===== src/rtl/hazard_stall_sequencer_if.sv =====
// rtl/hazard_stall_sequencer_if.sv - hazard inputs and pipeline control outputs of the stall sequencer
interface hazard_stall_sequencer_if;
    logic        id_exe_mem_read;
    logic        id_exe_reg_write;
    logic [4:0]  id_exe_dest;
    logic [4:0]  if_id_rs;
    logic [4:0]  if_id_rt;
    logic        exe_branch_taken;
    logic        md_start;
    logic        md_done;
    logic        pc_write;
    logic        if_id_write;
    logic        id_exe_bubble;
    logic        if_id_flush;
    logic        md_timeout;
    logic [15:0] stall_count;

    // Pipeline side: reports hazards, consumes the enables.
    modport master (
        output id_exe_mem_read, id_exe_reg_write, id_exe_dest, if_id_rs, if_id_rt,
        output exe_branch_taken, md_start, md_done,
        input  pc_write, if_id_write, id_exe_bubble, if_id_flush, md_timeout, stall_count
    );

    // Sequencer side.
    modport slave (
        input  id_exe_mem_read, id_exe_reg_write, id_exe_dest, if_id_rs, if_id_rt,
        input  exe_branch_taken, md_start, md_done,
        output pc_write, if_id_write, id_exe_bubble, if_id_flush, md_timeout, stall_count
    );
endinterface


===== src/rtl/hazard_stall_sequencer.sv =====
// rtl/hazard_stall_sequencer.sv - prioritised stall/flush sequencer (optional stall counter: HAZARD_STALL_CNT_EN)
module hazard_stall_sequencer #(
    parameter int MD_TIMEOUT = 32,
    parameter int CNT_W      = 6
) (
    input  logic                       clk,
    input  logic                       rst_n,
    hazard_stall_sequencer_if.slave    bus
);

    typedef enum logic [0:0] {
        ST_RUN     = 1'b0,
        ST_MD_WAIT = 1'b1
    } state_t;

    localparam logic [CNT_W-1:0] TIMEOUT_C = CNT_W'(MD_TIMEOUT);
    localparam logic [CNT_W-1:0] CNT_ONE   = CNT_W'(1);

    state_t           state_q, state_d;
    logic [CNT_W-1:0] wait_cnt_q, wait_cnt_d;
    logic             timeout_q;
    logic             timeout_set;
    logic             load_hazard;

    logic             pc_write_c;
    logic             if_id_write_c;
    logic             id_exe_bubble_c;
    logic             if_id_flush_c;

    // Load-use detection: a load in ID/EXE whose target feeds the IF/ID instruction; $0 never hazards.
    always_comb begin
        load_hazard = bus.id_exe_mem_read
                    & bus.id_exe_reg_write
                    & (bus.id_exe_dest != 5'd0)
                    & ((bus.if_id_rs == bus.id_exe_dest) | (bus.if_id_rt == bus.id_exe_dest));
    end

    // Next-state and control decode; reset forces the pipeline frozen with NOPs injected.
    always_comb begin
        state_d         = state_q;
        wait_cnt_d      = wait_cnt_q;
        timeout_set     = 1'b0;
        pc_write_c      = 1'b1;
        if_id_write_c   = 1'b1;
        id_exe_bubble_c = 1'b0;
        if_id_flush_c   = 1'b0;

        case (state_q)
            ST_RUN: begin
                if (bus.exe_branch_taken) begin
                    // Wrong-path instruction in IF/ID is discarded, so any load stall is moot.
                    if_id_flush_c   = 1'b1;
                    id_exe_bubble_c = 1'b1;
                end else if (bus.md_start) begin
                    pc_write_c      = 1'b0;
                    if_id_write_c   = 1'b0;
                    id_exe_bubble_c = 1'b1;
                    wait_cnt_d      = CNT_ONE;
                    state_d         = ST_MD_WAIT;
                end else if (load_hazard) begin
                    // One cycle suffices: the load moves on to EX/MEM and the hazard vanishes.
                    pc_write_c      = 1'b0;
                    if_id_write_c   = 1'b0;
                    id_exe_bubble_c = 1'b1;
                end
            end
            ST_MD_WAIT: begin
                if (bus.md_done) begin
                    state_d    = ST_RUN;
                    wait_cnt_d = '0;
                end else if (wait_cnt_q == TIMEOUT_C) begin
                    // Give up on the unit rather than deadlock the pipeline.
                    timeout_set = 1'b1;
                    state_d     = ST_RUN;
                    wait_cnt_d  = '0;
                end else begin
                    pc_write_c      = 1'b0;
                    if_id_write_c   = 1'b0;
                    id_exe_bubble_c = 1'b1;
                    wait_cnt_d      = wait_cnt_q + CNT_ONE;
                end
            end
            default: begin
                state_d    = ST_RUN;
                wait_cnt_d = '0;
            end
        endcase

        if (!rst_n) begin
            pc_write_c      = 1'b0;
            if_id_write_c   = 1'b0;
            id_exe_bubble_c = 1'b1;
            if_id_flush_c   = 1'b1;
        end
    end

    // State and mul/div wait counter registers.
    always_ff @(posedge clk or negedge rst_n) begin
        if (!rst_n) begin
            state_q    <= ST_RUN;
            wait_cnt_q <= '0;
        end else begin
            state_q    <= state_d;
            wait_cnt_q <= wait_cnt_d;
        end
    end

    // Sticky timeout flag, cleared only by reset.
    always_ff @(posedge clk or negedge rst_n) begin
        if (!rst_n) begin
            timeout_q <= 1'b0;
        end else if (timeout_set) begin
            timeout_q <= 1'b1;
        end
    end

`ifdef HAZARD_STALL_CNT_EN
    logic [15:0] stall_cnt_q;

    // Saturating count of cycles in which the PC was held.
    always_ff @(posedge clk or negedge rst_n) begin
        if (!rst_n) begin
            stall_cnt_q <= 16'h0000;
        end else if (!pc_write_c && (stall_cnt_q != 16'hFFFF)) begin
            stall_cnt_q <= stall_cnt_q + 16'h0001;
        end
    end

    assign bus.stall_count = stall_cnt_q;
`else
    assign bus.stall_count = 16'h0000;
`endif

    assign bus.pc_write      = pc_write_c;
    assign bus.if_id_write   = if_id_write_c;
    assign bus.id_exe_bubble = id_exe_bubble_c;
    assign bus.if_id_flush   = if_id_flush_c;
    assign bus.md_timeout    = timeout_q;

endmodule


===== src/flat_wrapper.sv =====
// flat-port wrapper written by rule: the top's interface ports become plain ports
module hazard_stall_sequencer_flat 
#(
    parameter int MD_TIMEOUT = 32,
    parameter int CNT_W      = 6
)
  (clk, rst_n, bus_id_exe_mem_read, bus_id_exe_reg_write, bus_id_exe_dest, bus_if_id_rs, bus_if_id_rt, bus_exe_branch_taken, bus_md_start, bus_md_done, bus_pc_write, bus_if_id_write, bus_id_exe_bubble, bus_if_id_flush, bus_md_timeout, bus_stall_count);
  hazard_stall_sequencer_if bus_i ();
  input  logic clk;
  input  logic rst_n;
  input wire logic [$bits(bus_i.id_exe_mem_read)-1:0] bus_id_exe_mem_read;
  input wire logic [$bits(bus_i.id_exe_reg_write)-1:0] bus_id_exe_reg_write;
  input wire logic [$bits(bus_i.id_exe_dest)-1:0] bus_id_exe_dest;
  input wire logic [$bits(bus_i.if_id_rs)-1:0] bus_if_id_rs;
  input wire logic [$bits(bus_i.if_id_rt)-1:0] bus_if_id_rt;
  input wire logic [$bits(bus_i.exe_branch_taken)-1:0] bus_exe_branch_taken;
  input wire logic [$bits(bus_i.md_start)-1:0] bus_md_start;
  input wire logic [$bits(bus_i.md_done)-1:0] bus_md_done;
  output wire logic [$bits(bus_i.pc_write)-1:0] bus_pc_write;
  output wire logic [$bits(bus_i.if_id_write)-1:0] bus_if_id_write;
  output wire logic [$bits(bus_i.id_exe_bubble)-1:0] bus_id_exe_bubble;
  output wire logic [$bits(bus_i.if_id_flush)-1:0] bus_if_id_flush;
  output wire logic [$bits(bus_i.md_timeout)-1:0] bus_md_timeout;
  output wire logic [$bits(bus_i.stall_count)-1:0] bus_stall_count;
  assign bus_i.id_exe_mem_read = bus_id_exe_mem_read;
  assign bus_i.id_exe_reg_write = bus_id_exe_reg_write;
  assign bus_i.id_exe_dest = bus_id_exe_dest;
  assign bus_i.if_id_rs = bus_if_id_rs;
  assign bus_i.if_id_rt = bus_if_id_rt;
  assign bus_i.exe_branch_taken = bus_exe_branch_taken;
  assign bus_i.md_start = bus_md_start;
  assign bus_i.md_done = bus_md_done;
  assign bus_pc_write = bus_i.pc_write;
  assign bus_if_id_write = bus_i.if_id_write;
  assign bus_id_exe_bubble = bus_i.id_exe_bubble;
  assign bus_if_id_flush = bus_i.if_id_flush;
  assign bus_md_timeout = bus_i.md_timeout;
  assign bus_stall_count = bus_i.stall_count;
  hazard_stall_sequencer #(.MD_TIMEOUT(MD_TIMEOUT), .CNT_W(CNT_W)) u_core (.clk(clk), .rst_n(rst_n), .bus(bus_i));
endmodule

===== config.mk =====
export PLATFORM = sky130hd
export DESIGN_NAME = hazard_stall_sequencer_flat
export DESIGN_NICKNAME = d
export VERILOG_FILES = /design/src/rtl/hazard_stall_sequencer_if.sv /design/src/rtl/hazard_stall_sequencer.sv /design/src/flat_wrapper.sv
export SDC_FILE = /design/constraint.sdc
export NUM_CORES = 1
export LEC_CHECK = 0
export CORE_ASPECT_RATIO = 1.25
export CORE_UTILIZATION = 40
export CTS_CLUSTER_DIAMETER = 150
export DETAILED_ROUTE_END_ITERATION = 10
export PLACE_DENSITY = 0.85
export RECOVER_POWER = 100
export SYNTH_ARGS = -nofsm -noshare
export SYNTH_HDL_FRONTEND = slang
export SYNTH_SLANG_ARGS = --single-unit

===== constraint.sdc =====
create_clock -name clk -period 5.69 [get_ports clk]
set_clock_uncertainty 0.2 [all_clocks]
set_input_delay 1.4225 -clock clk [delete_from_list [all_inputs] [get_ports clk]]
set_output_delay 1.4225 -clock clk [all_outputs]
set_load 0.005 [all_outputs]

==> results by group <==
Run status
  – Status: complete, no violations

Timing
  – Max Transition Viols Final: 0
  – Relative slew margins: 20.1%
  – Final WS setup: 0.523 ns
  – Sum of negative setup slack: 0 ns
  – Least-Margin Pin Slew: 1.18 ns
  – Fmax: 194 MHz
  – Period minus WS final: 5.17 ns
  – RSZ-0062 raised after global routing: no
  – Finish-stage setup viols: 0
  – Tcrit/Tclk final: 90.8%
  – Hold Vio Cnt, Final: 0

Global routing
  – Vias in the first global route: 620
  – GRT Total Usage: 16.9%
  – Largest net degree at the start of global routing: 11
  – Global-route wire length before repair: 2340 µm
  – Initial antenna violation count: 0
  – Grt ovf: 0

Power
  – Leak: 0.000441 µW
  – Final Power: 168 µW
  – Max rail drop VDD: 93.3 µV
  – Switch share: 30.1%
  – Clk pwr share: 26.4%
  – Internal power: 118 µW
  – Combinational fraction of design power: 33.1%
  – Psw: 50.6 µW
  – Pwr dens: 175 nW/µm²
  – Sequential power share: 40.6%

Synth
  – Cells after synthesis: 85
  – Yosys warns: 0
  – Simple-Gate Fraction of Synth Area: 14.9%
  – Cell Area, Synth: 748 µm²
  – #FFs+latches synth: 8
  – Post-synth EDFFs: 0
  – Ys async rst share: 100%
  – Syn Area/Cell: 8.80 µm²
  – Main combinational cell family by area after synthesis: compound AO/OA/AOI/OAI gates
  – Compound-gate portion of the synthesized area: 22.7%
  – Synth cell types: 29
  – Synth Area in XOR/XNOR: 11.7%
  – Synth Flop Type: dfrtp_1
  – Adder-cell share of the synthesized area: 3.34%
  – Register area share after synthesis: 26.8%
  – Multiplexer share of the synthesized area: 0%

Final layout
  – # diodes: 0
  – Fin nets: 139
  – Area growth, synth to finish: 28.6%
  – Final Instance Area: 962 µm²
  – Fillcell total: 172
  – Ratio of cells with drive above 1 in the final layout: 3.54%

Worst setup path
  – Slowest cell on crit path: dlygate4sd3_1
  – CP Capture Type: primary output
  – Slowest stage delay, CP: 0.58 ns
  – Critical Path, Cell by Cell: dlygate4sd3_1 -> or4_1 -> o2111ai_1 -> nand2b_1 -> o21a_1 -> clkdlybuf4s50_1
  – CP Launch Type: input port
  – Critical path data required time: 4.07 ns
  – Crit Path Class: in2out
  – Crit path max fanout: 3
  – Worst Path Arrival: 3.54 ns

CTS
  – CTS Sinks: 8
  – Clock buffer depth: 2
  – CTS tree: yes
  – Root Driver: clkbuf_4
  – Number of H-tree levels: 1
  – Num CTS Buffers: 3
  – Hold buffer count at CTS: 0
  – Clock slew at reported path FFs: 0.06 ns
  – Post_cts resized: 0
  – Setup Buffers After CTS: 0
  – Worst-skew pair later-pin latency: 0.26 ns

Drt
  – Met3 wire length: 108 µm
  – Routed wl met2: 776 µm
  – Max Used Layer: met4
  – Iter 0 DRT Violations: 1
  – ANT nets after route: 0
  – DRT Pass-1 Iters: 2
  – Metal-1 WL: 514 µm
  – Routed WL: 1430 µm
  – Drt drc: 0
  – Via count: 658
  – WL/cell: 10.8 µm
  – Via/cell ratio: 4.98

Floorplan
  – Die ar.: 2050 µm²
  – Core box area: 1770 µm²
  – Num rows: 17
  – Die Y: 50.4 µm
  – IO Pins: 43
  – Die span in x: 40.7 µm
  – Starting density of the core: 42.4%

Placement
  – Pre-CTS setup slack: 0.661 ns
  – GP Congestion: 0.731
  – Placed Area: 968 µm²
  – Port-buffer cells: 26
  – Detailed Place HPWL: 1240 µm

Run
  – Maxcap violations: 0

Worst hold path
  – Hold Crit Class: reg2reg
## placed cells by master (no fill, tap or decap), types with 2 or more instances in the layout
cell type        count
clkdlybuf4s50_1     19
dfrtp_1              8
a21oi_1              2
nand3_1              2
a22o_1               2
nand2_1              2
o22ai_1              2
nor3_1               3
nor2b_1              2
o21ai_0              7
ha_1                 2
dlygate4sd3_1        7
nor3b_1              2
conb_1              16
clkbuf_4             3
xor2_1              10
nor2_1               3
inv_1                6
or3_1                2
## routing by layer
layer | track usage [%] | vias up
li1 | - | 322
met1 | 15.5 | 300
met2 | 30.4 | 32
met3 | 2.65 | 4
met4 | 11.7 | 0
met5 | 0 | -
## critical path, delay by kind of cell
family / cells / cell delay, ns
AOI/OAI and AO/OA: 2 / 0.35
buffers and inverters: 2 / 1.08
and+or+nand+nor: 2 / 0.69
## final timing paths
check / startpoint / endpoint / slack, ns / cells after the start
setup / recovery: bus_id_exe_dest[1] / bus_pc_write / 0.52 / 6
hold reg to reg: u_core.bus.md_timeout / u_core.bus.md_timeout / 0.26 / 1
min in group asynchronous: rst_n / u_core.wait_cnt_q[5] / 1.44 / 2
hold / removal: u_core.bus.md_timeout / u_core.bus.md_timeout / 0.26 / 1
max in group asynchronous: rst_n / u_core.state_q / 3.51 / 2
setup reg to reg: u_core.wait_cnt_q[0] / u_core.wait_cnt_q[3] / 3.31 / 6
## power groups by stage
stage | Clock, µW | Combinational [µW] | Sequential (µW)
after floorplan | 0 | 37.8 | 68.1
after global placement | 0 | 56.8 | 69.3
after detailed placement | 0 | 58.9 | 69.7
after CTS | 45.6 | 59.4 | 68.6
after global routing | 47.6 | 63.4 | 69.3
final | 44.3 | 55.6 | 68.3
## cell families (layout without fill, tap and decap cells)
logic type	after synthesis	in the layout
AOI/OAI and AO/OA	21	21
xor gates and xnor gates	10	10
adders and majority gates	2	2
buffers and inverters	23	36
DFF	8	8
other	1	16
and+or+nand+nor	20	20
## through the flow
stage | std cells | hold slack [ns] | utilization (%)
2_1_floorplan | 100 | 0.266 | -
5_1_grt | 132 | 0.301 | 54.5
6_report | 132 | 0.260 | 54.5
3_5_place_dp | 129 | 0.257 | 54.9
3_3_place_gp | 129 | 0.250 | 54.9
4_1_cts | 132 | 0.270 | 56.1
## flip-flops by register name (all words and copies together), names as in the netlist
register               count
u_core.wait_cnt_q          6
u_core.state_q             1
u_core.bus.md_timeout      1
## layout make-up
cell class	count	area, µm²	area share [%]
Multi-Input combinational cell	69	429	44.6
Timing Repair Buffer	27	264	27.4
Sequential cell	8	200	20.8
Tap cell	19	23.8	2.47
Clock buffer	3	22.5	2.34
Inverter	6	22.5	2.34
## Yosys cell counts, types with 2 or more instances
master	instances	area share, %
a21oi_1	2	1.3
a22o_1	2	2.3
buf_4	17	17
dfrtp_1	8	27
ha_1	2	3.3
inv_1	6	3.0
nand2_1	2	1.0
nand3_1	2	1.3
nor2_1	3	1.5
nor2b_1	2	1.7
nor3_1	3	2.0
nor3b_1	2	2.0
o21ai_0	7	4.7
o22ai_1	2	1.7
or3_1	2	1.7
xor2_1	10	12
Power figures use the tool's default switching activity.
==> variant 1: new RTL, config.mk and constraints unchanged <==
The option `HAZARD_STALL_CNT_EN` is turned on by a define.
--- a/src/rtl/hazard_stall_sequencer.sv
+++ b/src/rtl/hazard_stall_sequencer.sv
@@ -1,3 +1,5 @@
 // rtl/hazard_stall_sequencer.sv - prioritised stall/flush sequencer (optional stall counter: HAZARD_STALL_CNT_EN)
+`define HAZARD_STALL_CNT_EN
+
 module hazard_stall_sequencer #(
     parameter int MD_TIMEOUT = 32,
Formal check against the unedited RTL: not equivalent (a bounded check fails within 4 cycles, from zero or initial values and one cycle with rst_n low).
==> variant 1 against the original RTL <==
  * Critical path depth unchanged
  * Final area increased by 96%
  * Sequential cell count up 16
  * Worst hold slack gained 2.4 ps
  * Area after synthesis increased by 88%
  * Wire length increased by 120%
  * Setup slack lost 86 ps
  * Sequential share of layout area rose by 11 points
  * Total power increased to 3.5 times the old value
  * Count of clock-buffer cells in the layout unchanged
==> variant 1: results (changes against the original RTL) <==
outcome:
  outcome: "complete, no violations"
layout:
  multi_input_area_share: 0.3830  # -0.06305
  final.fill_count: 296  # +72%
  seq_area_sq_um: 600.6  # +200%
  multiInputCombCellCount: 104  # +51%
  sh_seq_area: 0.3191  # +0.1111
  drive_gt1_frac: 0.05618  # +0.02078
  inverters: 2  # -4
  buf_share: 0.2314  # -0.04300
  layout.nets: 204  # +47%
  clk_share: 0.03790  # +0.01449
  signal_buffers: 44  # +63%
  largest_reg_flops: 16  # +10
clocking:
  clk_pin_slew_ps: 90  # +30 ps
  cts_root_buffer: "clkbuf_8"
worst_setup_path:
  slowest_delay_ps: 610  # +30 ps
  r2r_end: "u_core.bus.stall_count[1]"
  crit_start: "bus_md_done"
  rr_worst_depth: 8  # +2
  arrival_ps: 3630  # +90 ps
  r2r_setup_slack_ps: 2670  # -640 ps
  crit_fanout: 17  # +14
placed_design:
  dp_slack_ps: 490.4  # -170.2 ps
  io_buffers: 42  # +62%
  dp_hpwl_um: 2435  # +97%
  place_area_sq_um: 1859  # +92%
  gp_congestion: 0.8177  # +12%
grt:
  grt_max_degree: 27  # +16
  grt_usage: 0.1971  # +0.02832
  globalRouteMet2Util: 0.3735  # +0.06926
  grt.met1_usage: 0.2089  # +0.05373
  grt_pass1_wl_um: 5375  # +130%
  grtUsageMet3: 0.03333  # +0.006785
routing:
  wl_met1_um: 1269  # +150%
  vias: 1195  # +82%
  dr_wl_met2_um: 1759  # +130%
  wl_um: 3215  # +120%
  dr_wl_met3_um: 113  # +4.6%
  dr.pass1.iters: 4  # +2
  drt_first_iter_violations: 33  # +32
synth:
  synth_warnings: 0  # unchanged
  yosys-top-cells-area: "dfrtp_1 (43%), xor2_1 (16%), nor4_4 (3.0%), nor2_1 (2.9%), ha_1 (2.7%)"
  synth_commonest_cells: "xor2_1 (25), dfrtp_1 (24), nor2_1 (11)"
  synth.area.mux_share: 0.007993  # +0.007993
  synth_compound_area_frac: 0.1048  # -0.1226
  yosysSeqAreaShare: 0.4263  # +0.1587
  synth_cell_type_count: 36  # +24%
  syn_area_per_cell_sq_um: 10.44  # +19%
  synthAdderAreaFrac: 0.02664  # -0.006802
  synth_xor_area_frac: 0.1616  # +0.04458
run:
  cap_violations: 0  # unchanged
sta:
  timing.slew.headroom: 0.1289  # -0.07220
  fmax_mhz: 190.4  # -1.6%
  hold_violations: 0  # unchanged
power_and_ir_drop:
  p_leak_uw: 0.0008063  # +83%
  p_int_uw: 411.8  # +250%
-- variant 1: critical path: cells and delay by family --
kind,cells,cell delay (ps)
and+or+nand+nor,2,560
buffers and inverters,2,1120
AOI/OAI and AO/OA,2,520
-- variant 1: power by group through the flow --
stage,Combinational (uW),Clock [uW],Sequential (uW)
CTS,210,151,259
detailed placement,207,0,262
global placement,197,0,259
finish,184,148,257
global route,206,158,264
floorplan,91.6,0,257
-- variant 1: per-stage QoR --
| step | util | hold WS, ps | power [uW] | instances |
|---|---|---|---|---|
| global route | 0.5736 | 291.0 | 627.8 | 215 |
| CTS | 0.5885 | 276.4 | 619.5 | 215 |
| global placement | 0.5667 | 242.5 | 456.1 | 211 |
| finish | 0.5736 | 262.2 | 588.8 | 215 |
| detailed placement | 0.5667 | 255.6 | 468.6 | 211 |
| floorplan | - | 251.0 | 348.6 | 135 |
==> variant 2: new RTL, config.mk and constraints unchanged <==
Made on the original files. `CNT_W` is set to 6 in 2 places; all go to 4.
--- a/src/rtl/hazard_stall_sequencer.sv
+++ b/src/rtl/hazard_stall_sequencer.sv
@@ -2,5 +2,5 @@
 module hazard_stall_sequencer #(
     parameter int MD_TIMEOUT = 32,
-    parameter int CNT_W      = 6
+    parameter int CNT_W      = 4
 ) (
     input  logic                       clk,
--- a/src/flat_wrapper.sv
+++ b/src/flat_wrapper.sv
@@ -3,5 +3,5 @@
 #(
     parameter int MD_TIMEOUT = 32,
-    parameter int CNT_W      = 6
+    parameter int CNT_W      = 4
 )
   (clk, rst_n, bus_id_exe_mem_read, bus_id_exe_reg_write, bus_id_exe_dest, bus_if_id_rs, bus_if_id_rt, bus_exe_branch_taken, bus_md_start, bus_md_done, bus_pc_write, bus_if_id_write, bus_id_exe_bubble, bus_if_id_flush, bus_md_timeout, bus_stall_count);
Behaviour: no difference found for any inputs over 10 cycles, from zero or initial values and one cycle with rst_n low; that may be too few to reach the edited logic, so the function may still have changed.
==> variant 2 against the original RTL <==
  * Clock power decreased by 12%
  * Total power is 5.8% lower
  * Area after synthesis decreased by 19%
  * Final area down 13%
  * Wire length is 18% lower
  * Die area down 18%
  * Via count decreased by 17%
  * Sequential cell count down 2
  * Maximum frequency about the same
  * Setup slack improved by 1.4 ps
  * Cell count down 13%
==> variant 2: results (changes against the original RTL) <==
outcome:
  outcome: "complete, no violations"
routing:
  dr_wl_met3_um: 95  # -12%
  drt_first_iter_violations: 3  # +2
  dr.pass1.iters: 3  # +1
  dr_wl_met2_um: 617  # -20%
  vias_per_cell: 4.722  # -5.3%
placed_design:
  dp.cells: 112  # -13%
  gp_congestion: 0.6813  # -6.8%
  dp_hpwl_um: 967.6  # -22%
  dp_slack_ps: 739.3  # +78.74 ps
  io_buffers: 26  # unchanged
  place_area_sq_um: 814.5  # -16%
synth:
  yosysSeqAreaShare: 0.2484  # -0.01911
  synth_seq_cells: 6  # -2
  synth_commonest_cells: "buf_4 (17), xor2_1 (11), dfrtp_1 (6)"
  syn_area_per_cell_sq_um: 8.512  # -3.3%
  yosys-top-cells-area: "dfrtp_1 (25%), buf_4 (21%), xor2_1 (16%), ha_1 (4.1%), nor2_1 (3.1%)"
  synth_cell_type_count: 23  # -21%
grt:
  grt_max_degree: 9  # -2
  globalRouteMet2Util: 0.3071  # +0.002910
  grtUsageMet3: 0.07353  # +0.04698
  grt_usage: 0.1747  # +0.005919
  grt_pass1_vias: 512  # -17%
  grt.met1_usage: 0.1656  # +0.01052
layout:
  buf_share: 0.3109  # +0.03653
  layout.nets: 124  # -11%
  signal_buffers: 26  # -3.7%
  inverters: 3  # -3
  fin_area_sq_um: 837.1  # -13%
  final_cells: 115  # -13%
  final.fill_count: 123  # -28%
  drive_gt1_frac: 0.03061  # -0.004786
  clk_share: 0.02691  # +0.003499
  multiInputCombCellCount: 60  # -13%
  largest_reg_flops: 4  # -2
  seq_area_sq_um: 150.1  # -25%
  multi_input_area_share: 0.4439  # -0.002089
worst_setup_path:
  crit_fanout: 3  # unchanged
  crit_start: "bus_id_exe_dest[1]"
  r2r_setup_slack_ps: 3960  # +650 ps
  r2r_end: "u_core.wait_cnt_q[2]"
floorplan:
  n_tap_cell: 17  # -2
  initial_core_util: 0.4351  # +0.01132
sta:
  timing.hold.ws_ps: 253.0  # -6.788 ps
clocking:
  insertion_delay_ps: 240  # -20 ps
  clk_pin_slew_ps: 40  # -20 ps
power_and_ir_drop:
  p_int_uw: 110.1  # -6.4%
  p_leak_uw: 0.0003815  # -13%
[variant 2: cell count changes after synthesis, sizes merged, moves of 2 or more]
cell / change
or3: -2
inv: -3
a21oi: -2
dfrtp: -2
nor2: +2
o21ai: -4
[variant 2: power by group through the flow]
stage          Sequential, uW  Clock [uW]  Combinational [uW]
5_1_grt                  59.4        45.5                68.9
3_3_place_gp             58.6           0                61.1
4_1_cts                  58.2        41.6                64.3
2_1_floorplan            57.1           0                39.8
3_5_place_dp             59.0           0                63.8
6_report                 58.1        39.1                61.3
[variant 2: cell families (layout without fill, tap and decap cells)]
logic type | count (synthesis) | count (layout) | synth area share
AO/OA/AOI/OAI | 12 | 12 | 0.1408
flip-flops | 6 | 6 | 0.2484
AND/OR/NAND/NOR | 19 | 19 | 0.1739
XOR/XNOR | 11 | 11 | 0.1594
other | 1 | 16 | 0.006205
adder cells (fa/ha/maj) | 2 | 2 | 0.04140
buffers and inverters | 20 | 32 | 0.2298
